===== config.mk =====
export PLATFORM = sky130hd
export DESIGN_NAME = vc_pop_scheduler_flat
export DESIGN_NICKNAME = d
export VERILOG_FILES = /design/src/rtl/vc_pop_scheduler_if.sv /design/src/rtl/vc_pop_scheduler.sv /design/src/flat_wrapper.sv
export SDC_FILE = /design/constraint.sdc
export NUM_CORES = 1
export LEC_CHECK = 0
export CAP_MARGIN = 10
export CORE_MARGIN = 2
export CORE_UTILIZATION = 40
export DETAILED_ROUTE_END_ITERATION = 8
export PLACE_DENSITY_LB_ADDON = 0.1
export SYNTH_ARGS = -nofsm -noshare
export SYNTH_HDL_FRONTEND = slang
export SYNTH_SLANG_ARGS = --single-unit

===== constraint.sdc =====
create_clock -name clk -period 1.85 [get_ports clk]
set_input_delay 0.37 -clock clk [delete_from_list [all_inputs] [get_ports clk]]
set_output_delay 0.37 -clock clk [all_outputs]
set_load 0.05 [all_outputs]

===== src/rtl/vc_pop_scheduler_if.sv =====
// Bus bundle between the two VC FIFOs, the destination pause inputs and vc_pop_scheduler.
// The master modport is the scheduler side.
interface vc_pop_scheduler_if #(
  parameter int unsigned DATA_WIDTH = 6
);
  logic                  vc0_empty;
  logic                  vc1_empty;
  logic [DATA_WIDTH-1:0] vc0_data;
  logic [DATA_WIDTH-1:0] vc1_data;
  logic                  pause_d0;
  logic                  pause_d1;
  logic                  pop_vc0;
  logic                  pop_vc1;
  logic [DATA_WIDTH-1:0] data_out;
  logic                  push_d0;
  logic                  push_d1;
  logic [1:0]            grant_state;

  modport master (
    input  vc0_empty, vc1_empty, vc0_data, vc1_data, pause_d0, pause_d1,
    output pop_vc0, pop_vc1, data_out, push_d0, push_d1, grant_state
  );

  modport slave (
    output vc0_empty, vc1_empty, vc0_data, vc1_data, pause_d0, pause_d1,
    input  pop_vc0, pop_vc1, data_out, push_d0, push_d1, grant_state
  );
endinterface


===== src/rtl/vc_pop_scheduler.sv =====
// Weighted round-robin drain of VC0/VC1 first-word-fall-through FIFOs into one
// registered output, steered to d0/d1 by the word MSB.
// Optional grant statistics: define SCHED_STATS_EN.
module vc_pop_scheduler #(
  parameter int unsigned DATA_WIDTH = 6,
  parameter int unsigned VC0_WEIGHT = 3
) (
  input  logic               clk,
  input  logic               reset_L,
  vc_pop_scheduler_if.master bus
`ifdef SCHED_STATS_EN
  ,
  output logic [15:0]        gnt_cnt_vc0,
  output logic [15:0]        gnt_cnt_vc1
`endif
);
  localparam int unsigned    MSB    = DATA_WIDTH - 1;
  localparam logic [3:0]     WEIGHT = 4'(VC0_WEIGHT);

  typedef enum logic [1:0] {
    IDLE     = 2'b00,
    LAST_VC0 = 2'b01,
    LAST_VC1 = 2'b10
  } state_e;

  state_e                state_q, state_d;
  logic [3:0]            cnt_q, cnt_d;
  logic [DATA_WIDTH-1:0] data_q, data_d;
  logic                  push_d0_q, push_d0_d;
  logic                  push_d1_q, push_d1_d;
  logic                  elig0, elig1;
  logic                  gnt0, gnt1;
  logic [DATA_WIDTH-1:0] gnt_word;

  // Per-destination eligibility: a paused destination blocks only the VC whose head targets it.
  always_comb begin
    elig0 = !bus.vc0_empty && !(bus.vc0_data[MSB] ? bus.pause_d1 : bus.pause_d0);
    elig1 = !bus.vc1_empty && !(bus.vc1_data[MSB] ? bus.pause_d1 : bus.pause_d0);
  end

  // Weighted arbitration; no grant at all while reset is asserted.
  always_comb begin
    gnt0 = 1'b0;
    gnt1 = 1'b0;
    if (reset_L) begin
      if (elig0 && elig1) begin
        if (cnt_q < WEIGHT) gnt0 = 1'b1;
        else                gnt1 = 1'b1;
      end else if (elig0) begin
        gnt0 = 1'b1;
      end else if (elig1) begin
        gnt1 = 1'b1;
      end
    end
  end

  // Next state: weight counter, observational FSM and output register.
  always_comb begin
    state_d   = state_q;
    cnt_d     = cnt_q;
    data_d    = data_q;
    push_d0_d = 1'b0;
    push_d1_d = 1'b0;
    gnt_word  = gnt1 ? bus.vc1_data : bus.vc0_data;
    if (gnt0) begin
      state_d = LAST_VC0;
      if (elig1 && (cnt_q < WEIGHT)) cnt_d = cnt_q + 4'd1;
    end else if (gnt1) begin
      state_d = LAST_VC1;
      cnt_d   = '0;
    end else begin
      state_d = IDLE;
    end
    if (gnt0 || gnt1) begin
      data_d    = gnt_word;
      push_d0_d = !gnt_word[MSB];
      push_d1_d = gnt_word[MSB];
    end
  end

  // State and output registers.
  always_ff @(posedge clk or negedge reset_L) begin
    if (!reset_L) begin
      state_q   <= IDLE;
      cnt_q     <= '0;
      data_q    <= '0;
      push_d0_q <= 1'b0;
      push_d1_q <= 1'b0;
    end else begin
      state_q   <= state_d;
      cnt_q     <= cnt_d;
      data_q    <= data_d;
      push_d0_q <= push_d0_d;
      push_d1_q <= push_d1_d;
    end
  end

  assign bus.pop_vc0     = gnt0;
  assign bus.pop_vc1     = gnt1;
  assign bus.data_out    = data_q;
  assign bus.push_d0     = push_d0_q;
  assign bus.push_d1     = push_d1_q;
  assign bus.grant_state = state_q;

`ifdef SCHED_STATS_EN
  logic [15:0] gnt_cnt_vc0_q, gnt_cnt_vc0_d;
  logic [15:0] gnt_cnt_vc1_q, gnt_cnt_vc1_d;

  // Free-running grant counters, wrapping at 16 bits.
  always_comb begin
    gnt_cnt_vc0_d = gnt_cnt_vc0_q + {15'd0, gnt0};
    gnt_cnt_vc1_d = gnt_cnt_vc1_q + {15'd0, gnt1};
  end

  // Grant counter registers.
  always_ff @(posedge clk or negedge reset_L) begin
    if (!reset_L) begin
      gnt_cnt_vc0_q <= '0;
      gnt_cnt_vc1_q <= '0;
    end else begin
      gnt_cnt_vc0_q <= gnt_cnt_vc0_d;
      gnt_cnt_vc1_q <= gnt_cnt_vc1_d;
    end
  end

  assign gnt_cnt_vc0 = gnt_cnt_vc0_q;
  assign gnt_cnt_vc1 = gnt_cnt_vc1_q;
`endif
endmodule


===== src/flat_wrapper.sv =====
// flat-port wrapper written by rule: the top's interface ports become plain ports
module vc_pop_scheduler_flat 
#(
  parameter int unsigned DATA_WIDTH = 6,
  parameter int unsigned VC0_WEIGHT = 3
)
  (clk, reset_L, bus_vc0_empty, bus_vc1_empty, bus_vc0_data, bus_vc1_data, bus_pause_d0, bus_pause_d1, bus_pop_vc0, bus_pop_vc1, bus_data_out, bus_push_d0, bus_push_d1, bus_grant_state);
  vc_pop_scheduler_if #(.DATA_WIDTH(DATA_WIDTH)) bus_i ();
  input  logic clk;
  input  logic reset_L;
  input wire logic [$bits(bus_i.vc0_empty)-1:0] bus_vc0_empty;
  input wire logic [$bits(bus_i.vc1_empty)-1:0] bus_vc1_empty;
  input wire logic [$bits(bus_i.vc0_data)-1:0] bus_vc0_data;
  input wire logic [$bits(bus_i.vc1_data)-1:0] bus_vc1_data;
  input wire logic [$bits(bus_i.pause_d0)-1:0] bus_pause_d0;
  input wire logic [$bits(bus_i.pause_d1)-1:0] bus_pause_d1;
  output wire logic [$bits(bus_i.pop_vc0)-1:0] bus_pop_vc0;
  output wire logic [$bits(bus_i.pop_vc1)-1:0] bus_pop_vc1;
  output wire logic [$bits(bus_i.data_out)-1:0] bus_data_out;
  output wire logic [$bits(bus_i.push_d0)-1:0] bus_push_d0;
  output wire logic [$bits(bus_i.push_d1)-1:0] bus_push_d1;
  output wire logic [$bits(bus_i.grant_state)-1:0] bus_grant_state;
  assign bus_i.vc0_empty = bus_vc0_empty;
  assign bus_i.vc1_empty = bus_vc1_empty;
  assign bus_i.vc0_data = bus_vc0_data;
  assign bus_i.vc1_data = bus_vc1_data;
  assign bus_i.pause_d0 = bus_pause_d0;
  assign bus_i.pause_d1 = bus_pause_d1;
  assign bus_pop_vc0 = bus_i.pop_vc0;
  assign bus_pop_vc1 = bus_i.pop_vc1;
  assign bus_data_out = bus_i.data_out;
  assign bus_push_d0 = bus_i.push_d0;
  assign bus_push_d1 = bus_i.push_d1;
  assign bus_grant_state = bus_i.grant_state;
  vc_pop_scheduler #(.DATA_WIDTH(DATA_WIDTH), .VC0_WEIGHT(VC0_WEIGHT)) u_core (.clk(clk), .reset_L(reset_L), .bus(bus_i));
endmodule

# Word-level counts from Yosys, hierarchy flattened
# Index checks and enable logic that the tools add are counted.
# totals
ff_bits	14
in_bits	18
output_inout_bits	12
elab_cells	39
# classes
addsub	1
n_lt_le_gt_ge	1
eq_ne	1
n_mux	19
reduce_logical	12
# ops
operator	n
$mux W1	13
$mux W4	3
$mux W6	1
$logic_not A1 Y1	5
$add A4 B1 Y4 const B	1
$logic_and A1 B1 Y1	4
$lt A4 B2 Y1 const B	1
$mux W2	2
$ne A2 B2 Y1 const B	1
$reduce_and A2 Y1	1
$reduce_bool A2 Y1	1
$logic_or A1 B1 Y1	1

# Depth between registers and ports, before layout
# logic_depth
depth_word	10
mapped_depth	5
mapped_depth_nobuf	5

# Least setup slack after synthesis
# Ideal clock, no wire load.
# synth_timing
path_kind	register -> register
from	reg u_core.cnt_q[0]
to	reg u_core.data_q[0] (netlist: u_core.bus.data_out[0])
setup_time_ns	0.068
arrival_time_ns	1.930
required_time_ns	1.782
path_slack_ns	-0.148
path_stages_with_launch	6
n_path_buf	0
path_cell_list	dfrtp_1 -> ha_1 -> or3_4 -> a311oi_4 -> and2_1 -> a221o_1
# synth_between
elab_chain_len	5
elab_cells_between_ends	9
cone_classes	order compare (1); mux (7); reduce/logical (1)
# synth_lines
element	line	source
start, declared	vc_pop_scheduler.sv:27	logic [3:0] cnt_q, cnt_d;
start signal, assigned	vc_pop_scheduler.sv:91	cnt_q <= cnt_d;
$lt A4 B2 Y1	vc_pop_scheduler.sv:47	if (cnt_q < WEIGHT) gnt0 = 1'b1;
$mux W1	vc_pop_scheduler.sv:47	
$mux W1	vc_pop_scheduler.sv:46	if (elig0 && elig1) begin
$mux W1	vc_pop_scheduler.sv:45	if (reset_L) begin
via bus_pop_vc0	flat_wrapper.sv:17	output wire logic [$bits(bus_i.pop_vc0)-1:0] bus_pop_vc0;
$logic_or A1 B1 Y1	vc_pop_scheduler.sv:74	if (gnt0 || gnt1) begin
end signal, assigned	vc_pop_scheduler.sv:92	data_q <= data_d;
end, declared	vc_pop_scheduler.sv:28	logic [DATA_WIDTH-1:0] data_q, data_d;
# The timed path passes the listed nets, and every way through them passes these cells.
# A chain may end at the register's enable or synchronous reset.

# Worst setup path in the final report
# layout_timing
from	reg u_core.cnt_q[0]
to	out bus_pop_vc0
# layout_between
elab_chain_len	4
# layout_lines
element	line
$lt A4 B2 Y1	vc_pop_scheduler.sv:47
$mux W1	vc_pop_scheduler.sv:47
$mux W1	vc_pop_scheduler.sv:46
$mux W1	vc_pop_scheduler.sv:45
end, declared	flat_wrapper.sv:17
# No other way between the ends.

==> flow_summary.json <==
{
  "grt_pass1_vias": 668,
  "critPathMaxFanout": 3,
  "leakage_nw": 0.582,
  "clock-sinks": 14,
  "hpwl_um": 1380,
  "cts_buffer_depth": 2,
  "nets": 131,
  "drive_gt1_share_pct": 37.3,
  "peakVddDrop_uv": 533,
  "initial_core_util_pct": 44.0,
  "grt_first_pass_wirelength_um": 2870,
  "fin_tns_setup_ns": -0.386,
  "period_share_pct": 111,
  "dp_cells": 117,
  "tightestPinTransition_ns": 0.499,
  "antenna_found_initial": 0,
  "drcViolationCount": 0,
  "rsz0062_at_grt": "true",
  "dr.pass1.iters": 4,
  "drt-vias-per-instance": 5.17,
  "area_growth_pct": 75.6,
  "netlist_area_sq_um": 678,
  "antennaDiodeCount": 0,
  "cts-buffers-inserted": 3,
  "startpoint_type": "flop",
  "fmax_mhz": 486,
  "setup-violations-final": 2,
  "synth-seq-cells": 14,
  "dr_total_vias": 652,
  "drv_cap": 0,
  "status": "finished with violations",
  "overflow": 0,
  "nFillCells": 106,
  "multi_input_area_sq_um": 335,
  "rows": 14,
  "post-place-ws_ns": -0.310,
  "grt_max_degree": 9,
  "wl_per_cell_um": 14.2,
  "stdcell_area_sq_mm": 0.00119,
  "clk_pin_slew_ns": 0.08,
  "slew_viol_final": 0,
  "route.antenna.remaining_nets": 0,
  "cp.arrival_ns": 1.69,
  "fp.dieArea_sq_mm": 0.00204,
  "io_buffers": 29,
  "period_needed_ns": 2.06,
  "timing.final.ws_setup_ns": -0.208,
  "cts_max_level": 1,
  "track_usage_pct": 19.8,
  "clock-root-buffer": "clkbuf_4",
  "coreArea_sq_mm": 0.00154,
  "syn-mean-instance-area_sq_um": 11.9,
  "skew_ns": 0.00208,
  "drt_iter0_markers": 18,
  "r2r_slack_ns": 0.03,
  "power_per_cell_area_mw_per_mm2": 733,
  "die_x_um": 45.2,
  "ctsHoldBuffers": 0,
  "worstSetupPathType": "reg -> out",
  "hp-class": "in -> async",
  "ys_seq_area_share_pct": 51.7,
  "synth_cells": 57,
  "fin_cells": 126,
  "drt_wl_total_um": 1790,
  "clk_latency_ns": 0.27,
  "cts_tree": "done",
  "regArea_sq_um": 350,
  "violations": "setup timing",
  "fp.dieH_um": 45.2,
  "ios": 30,
  "synth_warnings": 0,
  "syn_nets": 76,
  "postLayoutCoreUtil_pct": 77.3,
  "placed_cell_area_sq_mm": 0.00111,
  "max_slew_margin_pct": 66.6,
  "hold_viol_final": 0,
  "gp_congestion": 0.786,
  "ys_types": 26,
  "crit_path_end_kind": "output port",
  "crit_required_ns": 1.48
}
[final cells by class]
cell class / count / area share [%]
clock buffers: 3 / 1.89
repair buffers: 50 / 38.6
inverters: 1 / 0.315
flip-flops and latches: 14 / 29.4
multi-input cells: 42 / 28.2
well taps: 16 / 1.68
[through the flow]
step                      hold slack [ns]  total power [mW]
after floorplan                    0.0744             0.546
after global placement              0.459             0.692
after detailed placement            0.474             0.698
after CTS                           0.444             0.873
after global routing                0.455             0.924
final                               0.446             0.873
[state kept, by name, indices dropped and copies added, names as in the netlist]
signal / flops
u_core.bus.push_d0: 1
u_core.bus.push_d1: 1
u_core.bus.grant_state: 2
u_core.cnt_q: 4
u_core.bus.data_out: 6
[layer usage]
layer / vias to the layer above / GRT usage (%) / part of all wire, %
li1: 318 / - / -
met3: 0 / 7.20 / 7.8
met1: 305 / 23.5 / 42
met5: - / 0 / 0
met4: 0 / 6.47 / 0
met2: 29 / 33.1 / 51
[kinds of logic after synthesis]
logic type	count (synthesis)	synth area share, %
AND/OR/NAND/NOR	25	22.7
flip-flops	14	51.7
AO/OA/AOI/OAI	13	17.9
multiplexers	3	5.35
buffers and inverters	1	0.553
adder cells (fa/ha/maj)	1	1.84
[synthesized netlist by cell type]
cell       n  area (sq um)
a21oi_1    1          5.00
o22ai_1    1          6.26
nand2b_1   2          12.5
nand2_1    5          18.8
nand3_1    1          5.00
nand3_2    1          10.0
nor2_2     1          6.26
nor3_4     1          16.3
o21ai_0    1          5.00
dfrtp_1   14           350
mux2_4     1          15.0
nor4bb_1   1          10.0
ha_1       1          12.5
nor2_1     5          18.8
and2_2     1          7.51
a221o_1    5          50.1
a311oi_4   1          26.3
o31ai_1    1          7.51
mux2_1     1          11.3
o22a_1     1          8.76
o21ai_1    1          5.00
inv_1      1          3.75
o21a_1     1          7.51
mux2i_1    1          10.0
or3_4      1          11.3
and2_1     6          37.5
[what timing repair did]
item | in CTS | in global routing
endpoints found under the setup margin | 4 | 3
gates resized for setup | 3 | 3
setup buffers | 1 | 5
pin swaps | 0 | 5
[critical path, cell delays in order, from the launching register on]
cell and delay [ns]:
dfrtp_1 0.40, ha_2 0.18, or3_4 0.37, a311oi_4 0.28, buf_12 0.18
[report_power, final]
part | internal [mW] | total [mW] | leakage, nW | switching, mW
sequential | 0.341 | 0.361 | 0.183 | 0.0203
combinational | 0.152 | 0.348 | 0.386 | 0.195
clock | 0.0753 | 0.164 | 0.0138 | 0.0885
total | 0.568 | 0.873 | 0.582 | 0.304
[placed cells by master (no fill, tap or decap), types with 2 or more instances in the layout]
cell type / count
and2_1: 6
nand2_1: 5
nand2b_1: 2
a221o_1: 5
dlymetal6s2s_1: 3
clkbuf_4: 3
clkdlybuf4s50_1: 17
buf_4: 27
buf_12: 2
nor2_1: 5
dfrtp_1: 14
[final timing paths]
kind,cells after the start,end,from
setup / recovery,4,bus_pop_vc0,u_core.cnt_q[0]$_DFFE_PN0P_
hold / removal,2,u_core.bus.data_out[5]$_DFFE_PN0P_,reset_L
setup reg to reg,6,u_core.bus.data_out[2]$_DFFE_PN0P_,u_core.cnt_q[0]$_DFFE_PN0P_
hold reg to reg,2,u_core.cnt_q[1]$_DFFE_PN0P_,u_core.cnt_q[1]$_DFFE_PN0P_
max in group asynchronous,3,u_core.bus.data_out[2]$_DFFE_PN0P_,reset_L
min in group clk,2,u_core.cnt_q[1]$_DFFE_PN0P_,u_core.cnt_q[1]$_DFFE_PN0P_
Power figures use the tool's default switching activity.
